File: config.mk
export PLATFORM = sky130hd
export DESIGN_NAME = mux41_rr_collector
export DESIGN_NICKNAME = d
export VERILOG_FILES = /design/src/rtl/mux41_rr_collector_pkg.sv /design/src/rtl/mux41_rr_collector_rr_pick4.sv /design/src/rtl/mux41_rr_collector.sv
export SDC_FILE = /design/constraint.sdc
export NUM_CORES = 1
export LEC_CHECK = 0
export CAP_MARGIN = 20
export CORE_MARGIN = 3
export CORE_UTILIZATION = 45
export CTS_CLUSTER_DIAMETER = 40
export DETAILED_ROUTE_END_ITERATION = 8
export GPL_ROUTABILITY_DRIVEN = 1
export PLACE_DENSITY = 0.87
export SLEW_MARGIN = 20
export SYNTH_ARGS = -nofsm -noshare
export SYNTH_HDL_FRONTEND = slang
export SYNTH_SLANG_ARGS = --single-unit
File: constraint.sdc
create_clock -name clk -period 3.55 [get_ports clk]
set_input_delay 0.8875 -clock clk [delete_from_list [all_inputs] [get_ports clk]]
set_output_delay 0.8875 -clock clk [all_outputs]
set_load 0.02 [all_outputs]
File: src/rtl/mux41_rr_collector_pkg.sv
// Shared types and constants for the four-to-one round-robin collector.
// FSM state encoding, source channel indices and burst counter width.
package mux41_rr_collector_pkg;

    typedef enum logic {
        IDLE  = 1'b0,
        GRANT = 1'b1
    } state_t;

    localparam logic [1:0] CH_A = 2'b00;
    localparam logic [1:0] CH_B = 2'b01;
    localparam logic [1:0] CH_C = 2'b10;
    localparam logic [1:0] CH_D = 2'b11;

    localparam int CNT_W = 4;

endpackage

File: src/rtl/mux41_rr_collector_rr_pick4.sv
// Four-way round-robin picker: first requester after i_last_grant, cyclically.
// Ports: i_req (request vector), i_last_grant, o_winner, o_any_req.
module rr_pick4 (
    input  logic [3:0] i_req,
    input  logic [1:0] i_last_grant,
    output logic [1:0] o_winner,
    output logic       o_any_req
);

    logic       w_found;
    logic [1:0] w_idx;

    // Scan offsets 1..4 so the previous winner is considered last.
    always_comb begin
        o_winner = i_last_grant;
        w_found  = 1'b0;
        w_idx    = i_last_grant;
        for (int k = 1; k <= 4; k++) begin
            w_idx = i_last_grant + 2'(k);
            if (!w_found && i_req[w_idx]) begin
                o_winner = w_idx;
                w_found  = 1'b1;
            end
        end
    end

    assign o_any_req = |i_req;

endmodule

File: src/rtl/mux41_rr_collector.sv
// Four-to-one collector: round-robin grant with burst lock, registered output.
// Ports: clk, reset, in_/valid_/ready_ a..d, out, out_valid, out_ready, out_select.
module mux41_rr_collector
    import mux41_rr_collector_pkg::*;
#(
    parameter int IO_WIDTH  = 8,
    parameter int BURST_LEN = 1
) (
    input  logic                clk,
    input  logic                reset,
    input  logic [IO_WIDTH-1:0] in_a,
    input  logic [IO_WIDTH-1:0] in_b,
    input  logic [IO_WIDTH-1:0] in_c,
    input  logic [IO_WIDTH-1:0] in_d,
    input  logic                valid_a,
    input  logic                valid_b,
    input  logic                valid_c,
    input  logic                valid_d,
    output logic                ready_a,
    output logic                ready_b,
    output logic                ready_c,
    output logic                ready_d,
    output logic [IO_WIDTH-1:0] out,
    output logic                out_valid,
    input  logic                out_ready,
    output logic [1:0]          out_select
);

    localparam logic [CNT_W-1:0] LAST_CNT = CNT_W'(BURST_LEN - 1);

    state_t              r_state;
    logic [1:0]          r_grant;
    logic [1:0]          r_last;
    logic [CNT_W-1:0]    r_cnt;
    logic [IO_WIDTH-1:0] r_out;
    logic                r_out_valid;
    logic [1:0]          r_out_sel;

    logic [3:0]          w_valid;
    logic [3:0]          w_ready;
    logic [1:0]          w_winner;
    logic                w_any;
    logic                w_valid_g;
    logic                w_can_take;
    logic                w_in_xfer;
    logic                w_out_xfer;
    logic [IO_WIDTH-1:0] w_in_g;

    assign w_valid = {valid_d, valid_c, valid_b, valid_a};

    rr_pick4 u_pick (
        .i_req        (w_valid),
        .i_last_grant (r_last),
        .o_winner     (w_winner),
        .o_any_req    (w_any)
    );

    always_comb begin
        w_in_g = in_a;
        unique case (r_grant)
            CH_A:    w_in_g = in_a;
            CH_B:    w_in_g = in_b;
            CH_C:    w_in_g = in_c;
            CH_D:    w_in_g = in_d;
            default: w_in_g = in_a;
        endcase
    end

    // Output slot is free if empty or draining this very edge.
    assign w_can_take = !r_out_valid || out_ready;
    assign w_valid_g  = w_valid[r_grant];
    assign w_in_xfer  = (r_state == GRANT) && w_valid_g && w_can_take;
    assign w_out_xfer = r_out_valid && out_ready;

    assign w_ready = (r_state == GRANT && w_can_take)
                   ? (4'b0001 << r_grant) : 4'b0000;

    assign ready_a = w_ready[0];
    assign ready_b = w_ready[1];
    assign ready_c = w_ready[2];
    assign ready_d = w_ready[3];

    assign out        = r_out;
    assign out_valid  = r_out_valid;
    assign out_select = r_out_sel;

    always_ff @(posedge clk or posedge reset) begin
        if (reset) begin
            r_state     <= IDLE;
            r_grant     <= CH_A;
            r_last      <= CH_D;
            r_cnt       <= '0;
            r_out       <= '0;
            r_out_valid <= 1'b0;
            r_out_sel   <= CH_A;
        end else begin
            if (w_in_xfer) begin
                r_out       <= w_in_g;
                r_out_sel   <= r_grant;
                r_out_valid <= 1'b1;
            end else if (w_out_xfer) begin
                r_out_valid <= 1'b0;
            end

            unique case (r_state)
                IDLE: begin
                    if (w_any) begin
                        r_grant <= w_winner;
                        r_cnt   <= '0;
                        r_state <= GRANT;
                    end
                end
                GRANT: begin
                    if (w_in_xfer) begin
                        if (r_cnt == LAST_CNT) begin
                            r_last  <= r_grant;
                            r_state <= IDLE;
                        end else begin
                            r_cnt <= r_cnt + CNT_W'(1);
                        end
                    end else if (!w_valid_g) begin
                        r_last  <= r_grant;
                        r_state <= IDLE;
                    end
                end
                default: r_state <= IDLE;
            endcase
        end
    end

endmodule

==> results_dict.tcl <==
set metrics [dict create \
    status "complete, no violations" \
    synth-seq-cells 20 \
    hold_buffers 0 \
    grt.overflow.total 0 \
    post_cts_resized 0 \
    synthCells 115 \
    start_util_pct 50.0 \
    vias 1166 \
    fmax_mhz 291 \
    path_cells "clkdlybuf4s50_1, nand2b_1, nand2_1, nor3_1, clkdlybuf4s50_1" \
    endpoint_kind "output pin" \
    pin_count 54 \
    routed_wirelength_um 3550 \
    fp.dieW_um 60.1 \
    clock_sinks 20 \
    cts_tree "done" \
    ant_nets 0 \
    final_nets 212 \
    critPathLaunchType "input pin" \
    fillers 192 \
    rows 18 \
    max_cap_violations 0 \
    p_per_area_nw_per_um2 738 \
    final_cell_mix "clkdlybuf4s50_1, dfrtp_1, mux2_2, o21ai_0, inv_1" \
    clk_pin_slew_ps 110 \
    grt_pass1_wl_um 5690 \
    worst_pin_slew_ps 739 \
    drt-initial-drc-count 24 \
    gp_congestion 0.845 \
    cts.path.max_buffers 2 \
    cpMostUsedCell "clkdlybuf4s50_1" \
    die_height_um 60.1 \
    path_max_fanout 5 \
    coreArea_sq_um 2640 \
    io_buffer_count 53 \
    setup_viol_count_final 0 \
    yosys.area.top_type "dfrtp_1" \
    synth_area_per_cell_sq_um 11.4 \
    drc_errors 0 \
    finalCritPeriodShare_pct 96.7 \
    critPathArrivalTime_ps 2540 \
    synth_top_area_share_pct 34.2 \
    finalHoldViolCount 0 \
    antenna_cells 0 \
    root_buffer "clkbuf_4" \
    rsz0062_at_grt "false" \
    ys.warnings.count 0 \
    grt_max_degree 25 \
    layout_commonest_cell "clkdlybuf4s50_1" \
    synth_cell_types 35 \
    dr.pass1.iters 4 \
    path_class "in -> out" \
    max_stage_delay_ps 650 \
    leakage_nw 0.809 \
    grt_pass1_vias 1225 \
    vias_per_cell 5.83 \
    p_total_mw 1.43 \
    final.min_clock_period_ps 3430 \
    htreeDepth 1 \
    critPathBufInv 2 \
    critPathTopFamily "buffers and inverters" \
    hold_class "reg -> reg" \
    antenna_found_initial 0 \
    finalMaxSlewViolations 0 \
    finalWorstSetupSlack_ps 118 \
    syn-cell-area_sq_um 1320 \
    peakVddDrop_uv 504 \
    slowest_stage "clkdlybuf4s50_1" \
    dp_hpwl_um 2890 \
    synth_fp_nets 156 \
    synth_area_leaders "dfrtp_1, mux4_1, mux2_2" \
    crit_required_ps 2660 \
    relSlewSlack_pct 50.7 \
    wl_per_cell_um 17.8 \
    post_cts_buffers 0 \
    dp_slack_ps 134 \
    ys_seq_area_share_pct 38.2 \
    dieArea_sq_um 3610 \
    area_delta_synth_final_pct 47.3 \
    drive_above_1_share_pct 15.9 \
    final.setup.tns_ps 0 \
    grt_use_total_pct 20.5 \
    clock_latency_ps 300 \
    fin_skew_ps 1.35 \
    cts_buffers 3 \
]
==> cell families (layout without fill, tap and decap cells) <==
group                    after synthesis  after routing  share of synthesized area (%)
buffers and inverters                 14             69                           4.66
AO/OA/AOI/OAI                         21             21                           10.8
multiplexers                          24             24                           29.5
AND/OR/NAND/NOR                       34             34                           14.9
flip-flops                            20             20                           38.2
adder cells (fa/ha/maj)                2              2                           1.90
==> path summary, 6_finish.rpt <==
check                                 from  slack, ps        to  cells after the start
worst max register to register  r_grant[0]       1340    out[7]                      4
worst min-delay path              r_cnt[3]        520  r_cnt[3]                      1
worst min register to register    r_cnt[3]        520  r_cnt[3]                      1
min in group asynchronous            reset       1010    out[2]                      2
worst max-delay path             out_ready        120   ready_a                      5
max in group asynchronous            reset       2080   r_state                      2
==> cell usage after synthesis <==
library cell and number:
mux4_2 3, dfrtp_1 18, or2_2 1, nor3_1 3, buf_6 1, mux4_1 6, nand2b_1 4, dfstp_2 2
a31oi_1 1, o21a_1 1, a21oi_1 1, o31ai_1 1, or3b_2 1, o41ai_1 1, clkbuf_1 5, buf_2 1
nand4_1 3, o311ai_0 2, a41oi_1 3, o22ai_1 1, nand2_1 6, ha_1 2, mux2_2 10, nor2_1 5
nor4_1 1, mux2i_1 5, nor2b_1 5, o21ai_0 7, and3_1 1, nor3b_1 2, o211ai_1 2, nand3_1 1
inv_1 7, nand3_4 1, a21o_1 1
==> flip-flops by register name, summed over array words and instances (netlist names) <==
signal      flops
out             8
r_state         1
r_cnt           4
out_select      2
out_valid       1
r_grant         2
r_last          2
==> worst reg2reg max path, delay by kind of cell, from the launching register on <==
| family | cells | cell delay, ps |
|---|---|---|
| multiplexers | 2 | 1020 |
| flip-flops | 1 | 620 |
| buffers and inverters | 1 | 260 |
| AND/OR/NAND/NOR | 1 | 210 |
==> routing by layer <==
metal  vias to the layer above  GRT usage (%)  share of wire (%)  wire (um)
li1                        555              -                  -          -
met1                       563           24.5                 41       1440
met2                        46           38.1                 50       1790
met3                         2           4.32                8.9        315
met4                         0           2.85               0.17          6
met5                         -              0                  0          0
==> power breakdown <==
group | internal [mW] | leakage [nW] | switching [mW]
Combinational | 0.439 | 0.541 | 0.348
Sequential | 0.332 | 0.240 | 0.130
Clock | 0.114 | 0.0279 | 0.0696
Total | 0.885 | 0.809 | 0.547
==> through the flow <==
| step | utilization, % | area, sq um | instances | hold slack (ps) |
|---|---|---|---|---|
| 2_1_floorplan | - | 1320 | 115 | 455 |
| 3_3_place_gp | 71.6 | 1890 | 196 | 477 |
| 3_5_place_dp | 71.6 | 1890 | 196 | 498 |
| 4_1_cts | 73.6 | 1940 | 200 | 523 |
| 5_1_grt | 73.6 | 1940 | 200 | 544 |
| 6_report | 73.6 | 1940 | 200 | 521 |
==> cell type report <==
| class | instances | area, sq um | share of cell area, % |
|---|---|---|---|
| well taps | 30 | 37.5 | 1.94 |
| clock inverters | 1 | 30.0 | 1.55 |
| multi-input cells | 81 | 752 | 38.8 |
| clock buffers | 3 | 22.5 | 1.16 |
| inverters | 7 | 26.3 | 1.35 |
| flip-flops and latches | 20 | 503 | 25.9 |
| repair buffers | 58 | 568 | 29.3 |
Power figures use the tool's default switching activity.
